**src/rtl/fifo_word_serializer.sv**
```systemverilog
// Read-side FIFO drain that sends each DATA_SIZE-bit word MSB-first on tx_out with a tx_frame strobe.
// Optional: define FIFO_SERIALIZER_PARITY_EN to append an even-parity bit after the LSB.
module fifo_word_serializer #(
  parameter int DATA_SIZE  = 32,
  parameter int BIT_DIV    = 4,
  parameter int GAP_CYCLES = 2
) (
  input  logic                 clk,
  input  logic                 reset_n,
  input  logic                 enable,
  input  logic                 fifo_empty,
  output logic                 fifo_read,
  input  logic [DATA_SIZE-1:0] fifo_data,
  output logic                 tx_out,
  output logic                 tx_frame,
  output logic                 busy,
  output logic [15:0]          word_count
);

  localparam int BCW = (DATA_SIZE > 1) ? $clog2(DATA_SIZE) : 1;
  localparam logic [BCW-1:0] BIT_LOAD = BCW'(DATA_SIZE - 1);
  localparam logic [15:0]    DIV_LOAD = 16'(BIT_DIV - 1);
  localparam logic [15:0]    GAP_LOAD = 16'(GAP_CYCLES - 1);

  typedef enum logic [1:0] {IDLE, LOAD, SHIFT, GAP} state_t;

  state_t               r_state;
  logic [DATA_SIZE-1:0] r_shift;
  logic [BCW-1:0]       r_bit_cnt;
  logic [15:0]          r_div_cnt;
  logic [15:0]          r_gap_cnt;
  logic [15:0]          r_word_count;
  logic                 r_tx_out;
  logic                 r_tx_frame;
`ifdef FIFO_SERIALIZER_PARITY_EN
  logic                 r_parity;
  logic                 r_par_phase;
`endif

  logic                 w_bit_done;
  logic                 w_last_bit;
  logic                 w_frame_done;
  logic [DATA_SIZE-1:0] w_shift_next;

  // NOTE: the read strobe is combinational so the FIFO pops in the same cycle the decision is made;
  // gating it with reset_n keeps a word from being popped while the block is held in reset.
  assign fifo_read    = reset_n && (r_state == IDLE) && enable && !fifo_empty;
  assign busy         = (r_state != IDLE);
  assign tx_out       = r_tx_out;
  assign tx_frame     = r_tx_frame;
  assign word_count   = r_word_count;

  assign w_bit_done   = (r_div_cnt == 16'd0);
  assign w_last_bit   = (r_bit_cnt == '0);
  assign w_shift_next = r_shift << 1;
`ifdef FIFO_SERIALIZER_PARITY_EN
  assign w_frame_done = w_bit_done && r_par_phase;
`else
  assign w_frame_done = w_bit_done && w_last_bit;
`endif

  // NOTE: all state below uses non-blocking assignments so every register samples pre-edge values.
  always_ff @(posedge clk) begin
    if (!reset_n) begin
      r_state      <= IDLE;
      r_shift      <= '0;
      r_bit_cnt    <= '0;
      r_div_cnt    <= '0;
      r_gap_cnt    <= '0;
      r_word_count <= '0;
      r_tx_out     <= 1'b0;
      r_tx_frame   <= 1'b0;
`ifdef FIFO_SERIALIZER_PARITY_EN
      r_parity     <= 1'b0;
      r_par_phase  <= 1'b0;
`endif
    end else begin
      case (r_state)
        IDLE: begin
          r_tx_out   <= 1'b0;
          r_tx_frame <= 1'b0;
          if (fifo_read) r_state <= LOAD;
        end

        // fifo_data is valid now, one cycle after the strobe; first bit goes out next cycle.
        LOAD: begin
          r_shift    <= fifo_data;
          r_bit_cnt  <= BIT_LOAD;
          r_div_cnt  <= DIV_LOAD;
          r_tx_out   <= fifo_data[DATA_SIZE-1];
          r_tx_frame <= 1'b1;
`ifdef FIFO_SERIALIZER_PARITY_EN
          r_parity    <= ^fifo_data;
          r_par_phase <= 1'b0;
`endif
          r_state    <= SHIFT;
        end

        SHIFT: begin
          if (!w_bit_done) begin
            r_div_cnt <= r_div_cnt - 16'd1;
          end else if (w_frame_done) begin
            r_word_count <= r_word_count + 16'd1;
            r_tx_out     <= 1'b0;
            r_tx_frame   <= 1'b0;
            if (GAP_CYCLES == 0) begin
              r_state <= IDLE;
            end else begin
              r_gap_cnt <= GAP_LOAD;
              r_state   <= GAP;
            end
`ifdef FIFO_SERIALIZER_PARITY_EN
          end else if (w_last_bit) begin
            r_par_phase <= 1'b1;
            r_div_cnt   <= DIV_LOAD;
            r_tx_out    <= r_parity;
`endif
          end else begin
            r_shift   <= w_shift_next;
            r_bit_cnt <= r_bit_cnt - BCW'(1);
            r_div_cnt <= DIV_LOAD;
            r_tx_out  <= w_shift_next[DATA_SIZE-1];
          end
        end

        GAP: begin
          r_tx_out   <= 1'b0;
          r_tx_frame <= 1'b0;
          if (r_gap_cnt == 16'd0) r_state <= IDLE;
          else                    r_gap_cnt <= r_gap_cnt - 16'd1;
        end

        default: r_state <= IDLE;
      endcase
    end
  end

endmodule
```
**config.mk**
```make
export PLATFORM = sky130hd
export DESIGN_NAME = fifo_word_serializer
export DESIGN_NICKNAME = d
export VERILOG_FILES = /design/src/rtl/fifo_word_serializer.sv
export SDC_FILE = /design/constraint.sdc
export NUM_CORES = 1
export LEC_CHECK = 0
export ABC_AREA = 1
export CAP_MARGIN = 20
export CORE_MARGIN = 2
export CORE_UTILIZATION = 53
export CTS_BUF_LIST = sky130_fd_sc_hd__clkbuf_8
export DETAILED_ROUTE_END_ITERATION = 7
export GPL_TIMING_DRIVEN = 0
export HOLD_SLACK_MARGIN = 0.12
export PLACE_DENSITY = 0.83
export SLEW_MARGIN = 5
export SYNTH_ARGS = -nofsm -noshare
export SYNTH_HDL_FRONTEND = slang
export SYNTH_SLANG_ARGS = --single-unit
```
**constraint.sdc**
```tcl
create_clock -name clk -period 1.8 [get_ports clk]
set_input_delay 0.36 -clock clk [delete_from_list [all_inputs] [get_ports clk]]
set_output_delay 0.36 -clock clk [all_outputs]
set_load 0.1 [all_outputs]
```
## Word-level counts from Yosys, hierarchy flattened

Cells that the tools add are included.
Widths: inputs -> output; s select.

- Bits in registers: 88
- Input bits: 36
- Output and inout port bits: 20
- Logic and storage cells: 65

- $add $sub $neg: 4
- Equal/unequal tests: 10
- Mux-type cells: 24
- Reduce and logical (&&, ||, !) cells: 19

Operator list:

| cell | count |
|---|---|
| $mux 16 | 5 |
| $pmux 16 s2 | 2 |
| $mux 31 | 2 |
| $pmux 31 s2 | 1 |
| $logic_not 16->1 | 2 |
| $sub 16x1->16 const B | 2 |
| $add 16x1->16 const B | 1 |
| $ne 2x2->1 const B | 6 |
| $mux 5 | 2 |
| $pmux 5 s2 | 1 |
| $mux 2 | 4 |
| $pmux 2 s4 | 1 |
| $reduce_and 4->1 | 2 |
| $pmux 1 s3 | 2 |
| $reduce_and 3->1 | 2 |
| $reduce_bool 2->1 | 3 |
| $logic_not 5->1 | 1 |
| $sub 5x1->5 const B | 1 |
| $eq 2x2->1 const B | 2 |
| $logic_and 1x1->1 | 4 |
| $mux 1 | 4 |
| $reduce_and 2->1 | 2 |
| $ne 3x3->1 const B | 1 |
| $eq 2x1->1 const B | 1 |
| other kinds (3) | 3 |

## Depth between registers and ports, before layout

- Depth in word-level cells: 6
- Gate-level depth with buffers: 11

## Least setup slack after synthesis

No wires, ideal clock.

- Path type: register to register
- From: reg r_state[0]
- To: reg r_state[0]
- Library setup time: 112 ps
- Arrival time: 2421 ps
- Path slack: -733 ps
- Cell stages (with the launch flop): 10
- Clock period less this slack: 2533 ps
- Cell sequence: dfxtp_1 inv_1 ha_1 nand3_1 nor2_1 nor2_1 a21oi_1 nand3_1 nand2_1 nor2_1

- Word-level cells in the longest chain between the ends: 6
- Elaborated cells between the ends (all ways): 13
- Classes of those cells: 7 x eq/ne; 1 x mux; 5 x reduce/logical

RTL lines:

| item | line | RTL |
|---|---|---|
| from (decl) | 27 | `state_t r_state;` |
| from (signal assigned) | 65 | `r_state <= IDLE;` |
| from (signal assigned) | 82 | `if (fifo_read) r_state <= LOAD;` |
| from (signal assigned) | 96 | `r_state <= SHIFT;` |
| $logic_not 2->1 | 47 | `assign fifo_read = reset_n && (r_state == IDLE) && enable && !fifo_empty;` |
| $logic_and 1x1->1 (3 in a row) | 47 |  |
| named net fifo_read | 12 | `output logic fifo_read,` |
| $ne 2x2->1 (no source line) | n/a |  |
| $reduce_and 4->1 (no source line) | n/a |  |

The timed path passes the listed nets, and every way through them passes these cells.
A chain may end at the register's enable or synchronous reset.

## Final worst setup path

- From: reg r_state[1]
- To: out fifo_read

- Word-level cells in the longest chain between the ends: 4

RTL lines:

| item | line |
|---|---|
| $logic_not 2->1 | 47 |
| $logic_and 1x1->1 (3 in a row) | 47 |
| to (decl) | 12 |

No other way between the ends.

==> summary.txt <==
Run status
  • Status: completed

Yosys
  • Yosys warns: 0
  • Syn_nets: 843
  • Top FF cell, synth: dfxtp_1
  • Post-synthesis mux area share: 0.0490
  • #FFs+latches synth: 88
  • Number of synthesized flops with an enable pin: 0
  • Synth Area in Adders: 0.0259
  • Synth Area in Compound Gates: 0.0669
  • Synth Area in Simple Gates: 0.405
  • Syn avg cell area: 6.67 um2
  • Xor/xnor cell area share of the yosys netlist: 0.0281
  • Async S/R FF share, synth: 0
  • Sequential fraction of the synthesis area: 0.332
  • Main combinational cell family by area after synthesis: simple AND/OR/NAND/NOR gates
  • Mapped Cells: 796
  • Cell variety after synth: 37
  • Mapped cell area: 5310 um2

Place
  • PortBufs: between 50 and 60
  • Inst Count DP: approximately 1000
  • DP Wirelength: 8860 um
  • Routability cong.: 0.926

Critical path
  • R2r startpoint: r_div_cnt[3]
  • Buf/Inv on CP: 2
  • Kind of critical path: reg -> out
  • CP max stage delay: about 0.37 ns
  • Crit path cell chain: inv_4 -> ha_4 -> nand3_4 -> nor2_4 -> buf_12
  • Req. time, crit path: 1.44 ns
  • CP max-delay cell: dfxtp_4
  • Crit path max fanout: 4
  • Setup crit start kind: register
  • Worst r2r dst: r_bit_cnt[1]
  • FF-to-FF path depth: 9
  • CP arrival: 1.41 ns
  • Setup slack, reg-to-reg: ~0.070 ns
  • Cell family with most CP delay: flip-flops
  • CP endpoint kind: primary output

Timing
  • Final hold vios: 0
  • Worst Tran Pin Value: just under 0.7 ns
  • Slew headroom: 0.549
  • Worst Skew: 0.0167 ns
  • Period Utilization, post-route: 0.981
  • Hold slack: 0.474 ns
  • F_max: 566 MHz
  • Final setup violation count: 0
  • RSZ-0062 raised after global routing: yes
  • Setup TNS: 0 ns
  • Final Slew Violations: 0
  • Fin crit period: 1.77 ns

Final layout
  • Final std cells w/o fill: 1006
  • Diode count: 0
  • Layout cell share with drive strength beyond 1: 0.165
  • Commonest non-fill, non-tap cell in the layout: nand2_1
  • Nets: between 900 and 1000
  • Area Growth Syn to Fin: 22.3%
  • Post-route core utilization: 0.667
  • Most frequent cells in the layout: nand2_1 (216), nor2_1 (119), inv_1 (77)

Global route
  • Largest net degree at the start of global routing: 15
  • Global Route Usage Sum: 0.231
  • First-pass GRT wire length: 20900 um
  • Grt peak-use layer: met2
  • M1 GR Usage: 0.299
  • Initial antenna violation count: 0
  • Met2 usage: 0.388
  • Vias in the first global route: 4598
  • Grt ovf: 0
  • GR Util met3: 0.0445

Hold path
  • Worst Hold Class: reg -> reg
  • Worst Min Path Start: r_shift[0]
  • Worst Hold Depth: 2
  • Hold Path End: r_shift[0]

Clocking
  • CTS Buffer Depth: 2
  • Hold buffers post-CTS: 0
  • Root Buffer: clkbuf_8
  • Inserted Clock Buffers: 9
  • Clk Latency, worst-skew pair: 0.37 ns
  • Clock Sink Count: 88
  • Clock transition at path regs: 0.09 ns
  • CTS tree: done
  • H-Tree Level Count: 3

Route
  • Routed vias/inst: around 5.0
  • Final WL: 12500 um
  • Post-DRT Antenna Nets: 0
  • DRC Markers: 0
  • Initial detailed-routing violation count: 316
  • TritonRoute pass-1 iters: 6
  • Via count: about 5100
  • WL/cell: 12.4 um

Power and ir drop
  • Pwr Density: 1940 nW/um2
  • Total power: 12.6 mW
  • Maximum VDD drop: 0.000932 V
  • Leakage Power: 2.88 nW

Die
  • Die height: 104 um
  • Die Area: 10800 um2
  • Rows: 36
  • Initial Utilization: 0.546
  • Die width: 104 um
  • Core area: 9730 um2
  • Io pins: between 50 and 60

Job
  • Max Cap Violations: 0
cell usage after synthesis, types with 2 or more instances:
master | instances | share of area
o21ai_0 | 11 | 0.010
xor2_1 | 12 | 0.020
nand2_2 | 14 | 0.017
ha_1 | 11 | 0.026
nand3b_1 | 3 | 0.0042
nor2_1 | 125 | 0.088
nor3_1 | 8 | 0.0075
xnor2_1 | 5 | 0.0083
nand2_4 | 5 | 0.011
or2_2 | 7 | 0.0083
and3_1 | 26 | 0.031
nand2_1 | 218 | 0.15
mux2i_1 | 26 | 0.049
a21oi_1 | 37 | 0.035
buf_6 | 3 | 0.0064
dfxtp_1 | 88 | 0.33
nor2_2 | 3 | 0.0035
inv_1 | 82 | 0.058
a21oi_2 | 10 | 0.017
clkbuf_1 | 16 | 0.011
nand4_1 | 20 | 0.024
buf_2 | 11 | 0.010
nand3_1 | 40 | 0.038
buf_4 | 2 | 0.0028
metrics by stage:
stage | area, um2 | setup slack (ns)
6_report | 6490 | 0.0338
5_1_grt | 6490 | -0.0706
4_1_cts | 6330 | -0.117
3_5_place_dp | 6040 | -0.757
3_3_place_gp | 6040 | -0.734
2_1_floorplan | 5340 | 0.00362
how the worst max path moves through the flow:
| stage | to | from | depth (start not counted) |
|---|---|---|---|
| floorplan | r_state[0] | r_state[0] | 9 |
| global placement | fifo_read | enable | 4 |
| detailed placement | fifo_read | enable | 4 |
| CTS | fifo_read | r_state[1] | 5 |
| global route | r_bit_cnt[1] | r_div_cnt[3] | 9 |
| finish | fifo_read | r_state[1] | 5 |
state kept, by name, indices dropped and copies added, names as in the netlist:
name        cells
r_shift        31
r_state         2
r_bit_cnt       5
tx_out          1
r_div_cnt      16
word_count     16
tx_frame        1
r_gap_cnt      16
tightest hold or removal path, delay by kind of cell (launching register included):
family	cells	cell delay, ns
flops	1	0.32
compound gates	1	0.05
simple gates	1	0.06
repair_timing:
item | CTS | global route
pin swaps | 1 | 7
endpoints found under the setup margin | 75 | 78
cloned | 0 | 0
setup buffers | 2 | 5
resized for setup | 81 | 45
logic make-up (layout without fill, tap and decap cells):
logic type / Yosys count / in the layout
buffers and inverters: 116 / 193
muxes: 26 / 26
xor gates and xnor gates: 17 / 17
AOI/OAI and AO/OA: 62 / 62
and+or+nand+nor: 476 / 476
adders and majority gates: 11 / 11
DFF: 88 / 88
layer usage:
metal / vias up / routed length (um)
li1: 2659 / -
met1: 2274 / 5830
met2: 118 / 6010
met3: 24 / 476
met4: 0 / 199
met5: - / 0
final cells by class:
cell class	count	area (um2)
clock inverters	7	86.3
inverters	83	329
repair buffers	61	631
plain buffers	33	224
well taps	133	166
multi-input cells	592	3150
clock buffers	9	124
flip-flops and latches	88	1790
fillers	799	3240
where the power goes:
| part | internal [mW] | switching, mW | leakage, nW |
|---|---|---|---|
| sequential | 2.58 | 0.451 | 0.727 |
| clock | 0.773 | 0.726 | 0.116 |
| combinational | 3.03 | 5.06 | 2.04 |
Power figures use the tool's default switching activity.
==> variant 1 (same flow settings) <==
The 4 states of `state_t` get a Gray code encoding in 2 bits.
--- a/src/rtl/fifo_word_serializer.sv
+++ b/src/rtl/fifo_word_serializer.sv
@@ -23,5 +23,5 @@
   localparam logic [15:0]    GAP_LOAD = 16'(GAP_CYCLES - 1);
 
-  typedef enum logic [1:0] {IDLE, LOAD, SHIFT, GAP} state_t;
+  typedef enum logic [1:0] {IDLE = 2'b00, LOAD = 2'b01, SHIFT = 2'b11, GAP = 2'b10} state_t;
 
   state_t               r_state;
Formal check against the unedited RTL: same outputs for any inputs over 10 cycles, from zero or initial values and one cycle with reset_n low; not proved beyond that.
==> variant 1 against the original RTL <==
Routed wire length is 2.6% lower. Sequential cell count unchanged. Clock skew down 0.0043 ns. Hold slack got worse by 0.062 ns. Cell area down 3.5%. Setup slack lost 0.0016 ns. Synthesized area shrank 5.0%. Global-route usage is 0.95 points higher. Count of clock-buffer cells in the layout up 1. Largest cell class unchanged.
Power is not compared: it rests on default switching activity, and its combinational part moved more than twofold at a synthesized area within 25%.
==> variant 1: results (changes against the original RTL) <==
Worst Reg-to-Reg Cells=11 (was 9); routed wire length=12.2 mm (was 12.5 mm); gr usage total=0.240 (was 0.231); crit-path max FO=10 (was 4); GP Congestion=0.933 (was 0.926); Lkg Pwr=2.89 nW; grt met3 use=0.0283 (was 0.0445); cell count after synthesis=826 (was 796); CP max-delay cell=dfxtp_1 (was dfxtp_4); synth top area cells=dfxtp_1 (35%), nand2_1 (21%), nor2_1 (11%), inv_1 (5.9%), a21oi_1 (5.2%) (was dfxtp_1 (33%), nand2_1 (15%), nor2_1 (8.8%), inv_1 (5.8%), mux2i_1 (4.9%)); reg-to-reg critical path endpoint=r_shift[16] (was r_bit_cnt[1]); hold endpoint=tx_frame (was r_shift[0]); Worst-path clk slew=0.09 ns (about the same); Synth cell types=32 (was 37); FF-to-FF setup slack=0.03 ns (was 0.07 ns); # nets final=946 (was 915); dpl hpwl=8.58 mm (was 8.86 mm); layout cells sized above 1=0.143 (was 0.165); Seq/Total Area, Yosys=0.349 (was 0.332); Min-Delay Path Class=in -> reg (was reg -> reg); hold depth=3 (was 2); met2 usage=0.414 (was 0.388); drt first pass iters=5 (was 6); CP max stage delay=0.32 ns (was 0.37 ns); worst slack, placed=-0.786 ns (was -0.757 ns); hold path startpoint=reset_n (was r_shift[0]); global-route wire length before repair=20.3 mm (was 20.9 mm); met1 GRT Util=0.312 (was 0.299); top cells by count, synth=nand2_1 (276), nor2_1 (143), dfxtp_1 (88) (was nand2_1 (218), nor2_1 (125), dfxtp_1 (88)); drt initial violations=344 (was 316); Max Clock Skew=0.0124 ns (was 0.0167 ns); pin count of the biggest net entering global routing=20 (was 15); total number of vias=5274 (was 5075); max_slew headroom=0.591 (was 0.549); die area=10300 sq um (was 10800 sq um); placed insts=1009 (was 983); Critical Path AT=2.02 ns (was 1.41 ns); placement-stage cell area=5800 sq um (was 6040 sq um); run status=complete, no violations (unchanged)
variant 1: report_power, final:
part | switching [mW] | internal (mW)
clock network | 0.703 | 0.816
registers | 0.0349 | 2.01
logic | 0.376 | 0.271
variant 1: routing by layer:
layer,vias to the layer above,routed length (microns)
met4,0,173
met3,17,566
met2,147,5800
met5,-,0
met1,2371,5660
li1,2739,-
variant 1: worst max-delay path: cells and delay by family (launching register included):
kind	cells	cell delay, ns
buffers and inverters	3	0.38
and+or+nand+nor	6	0.64
DFF	1	0.32
AOI/OAI and AO/OA	1	0.17
adders and majority gates	1	0.15
variant 1: logic make-up (layout without fill, tap and decap cells):
family	after synthesis	after routing	share of synthesized area
adders and majority gates	6	6	0.0149
DFF	88	88	0.349
AOI/OAI and AO/OA	83	83	0.0866
buffers and inverters	113	196	0.0920
and+or+nand+nor	523	523	0.435
xor gates and xnor gates	13	13	0.0226
variant 1: worst max-delay path by stage:
stage                     slack [ns]          from  depth (start not counted)     endpoint
after floorplan                -0.13    r_state[0]                          7   r_state[1]
after global placement         -0.79        enable                          4    fifo_read
after detailed placement       -0.79        enable                          4    fifo_read
after CTS                     -0.006  r_bit_cnt[0]                         10  r_shift[11]
after global routing           -0.04  r_div_cnt[1]                         11  r_shift[12]
final                           0.03  r_div_cnt[1]                         11  r_shift[16]
variant 1: repair_timing:
item / CTS / global route
pin swaps: 4 / 10
resized for setup: 74 / 35
endpoints found under the hold margin: 0 / 0
buffers inserted: 4 / 9
endpoints found under the setup margin: 89 / 68
cloned: 0 / 1
variant 1: area by class of cell:
type | count | area, sq um
clock buffer | 10 | 138
multi-input combinational | 625 | 2930
inverter | 80 | 310
tap | 129 | 161
timing repair buffer | 68 | 664
buffer | 32 | 189
sequential | 88 | 1780
fill | 805 | 2970
clock inverter | 6 | 85.1
==> variant 2 (same settings) <==
Made on the original files. Change the parameter `DATA_SIZE` from 32 to 64.
--- a/src/rtl/fifo_word_serializer.sv
+++ b/src/rtl/fifo_word_serializer.sv
@@ -2,5 +2,5 @@
 // Optional: define FIFO_SERIALIZER_PARITY_EN to append an even-parity bit after the LSB.
 module fifo_word_serializer #(
-  parameter int DATA_SIZE  = 32,
+  parameter int DATA_SIZE  = 64,
   parameter int BIT_DIV    = 4,
   parameter int GAP_CYCLES = 2
Ports: changed (resized fifo_data); port bits go from 56 to 88. No check against the original RTL was run, so the function may have changed too.
==> variant 2 against the original RTL <==
The run now ends with negative setup slack left. Cell area increased by 41%. Clock power increased by 61%. Synthesized cell count increased by 39%. Power increased by 55%. Register-to-register slack got worse by 0.15 ns. First-iteration DRC count increased by 76%. Synthesized area increased by 28%. Setup slack got worse by 0.11 ns. Critical path depth increased by 6. Routed wire length increased by 54%. Sequential cell count increased by 33. Final cell count increased by 41%. Hold slack got worse by 0.0029 ns. Largest cell class unchanged.
==> variant 2: results (changes against the original RTL) <==
run status=finished, violations left (was complete, no violations); violated checks=negative setup slack; cell count after synthesis=1104 (was 796); Critical Path AT=2.23 ns (was 1.41 ns); top cells by count, synth=nand2_1 (355), nor2_1 (190), dfxtp_1 (121) (was nand2_1 (218), nor2_1 (125), dfxtp_1 (88)); global-route wire length before repair=28.1 mm (was 20.9 mm); CTS buffer count=17 (was 9); vias in the first global route=6346 (was 4598); part of the power in registers=0.211 (was 0.240); worst slew pin tran=0.619 ns (was 0.676 ns); drt initial violations=555 (was 316); Seq/Total Area, Yosys=0.357 (was 0.332); CLK BUF=20 (was 9); Largest register FFs=63 (was 31); Port Buffer Count=87 (was 54); Peak VDD IR=0.00111 V (was 0.000932 V); Non-Clock Inverter Count=114 (was 83); post-CTS setup buffer count=5 (was 2); synth top area cells=dfxtp_1 (36%), nand2_1 (20%), nor2_1 (11%), inv_1 (6.2%), a21oi_1 (5.8%) (was dfxtp_1 (33%), nand2_1 (15%), nor2_1 (8.8%), inv_1 (5.8%), mux2i_1 (4.9%)); CP max stage delay=0.33 ns (was 0.37 ns); Clock-cell share=0.0416 (was 0.0324); non-clk buf share=0.173 (was 0.132); Setup-failing EPs final=41 (was 0); worst setup margin=-0.0768 ns (was 0.0338 ns); Synth Register Bits=121 (was 88); vias per cell=5.15 (was 5.04); Largest delay share family, worst path=simple AND/OR/NAND/NOR gates (was flip-flops); Synth cell types=30 (was 37); placement-stage cell area=7910 sq um (was 6040 sq um); Worst-path clk slew=0.07 ns (was 0.09 ns); die area=13700 sq um (was 10800 sq um); pin count of the biggest net entering global routing=17 (was 15); Non-clk bufs=165 (was 94); Pwr Total=19.5 mW (was 12.6 mW); multi-input logic area=4090 sq um (was 3150 sq um); PostCTS Resize Cnt=122 (was 81); detail-routed net length per standard cell=13.5 microns (was 12.4 microns); comb_multi_in=817 (was 592); gr usage total=0.259 (was 0.231); total number of vias=7309 (was 5075); internal power=10.2 mW (was 6.38 mW)
[variant 2: worst paths after layout]
| kind | endpoint | slack [ns] | cells past startpoint |
|---|---|---|---|
| worst min register to register | r_shift[0] | 0.47 | 2 |
| worst min-delay path | r_shift[0] | 0.47 | 2 |
| worst max register to register | r_shift[28] | -0.08 | 11 |
| worst max-delay path | r_shift[28] | -0.08 | 11 |
[variant 2: per-layer routing]
layer	GRT usage	wire length, microns	vias up
li1	-	-	3689
met1	0.314	8150	3349
met2	0.439	9660	227
met3	0.0700	955	44
met4	0.0988	458	0
met5	0	0	-
[variant 2: cells by family (layout without fill, tap and decap cells)]
| kind of cell | after synthesis | after routing | synth area share |
|---|---|---|---|
| xor gates and xnor gates | 12 | 12 | 0.0155 |
| adders and majority gates | 11 | 11 | 0.0203 |
| buffers and inverters | 166 | 310 | 0.101 |
| DFF | 121 | 121 | 0.357 |
| and+or+nand+nor | 662 | 662 | 0.407 |
| AOI/OAI and AO/OA | 132 | 132 | 0.0995 |
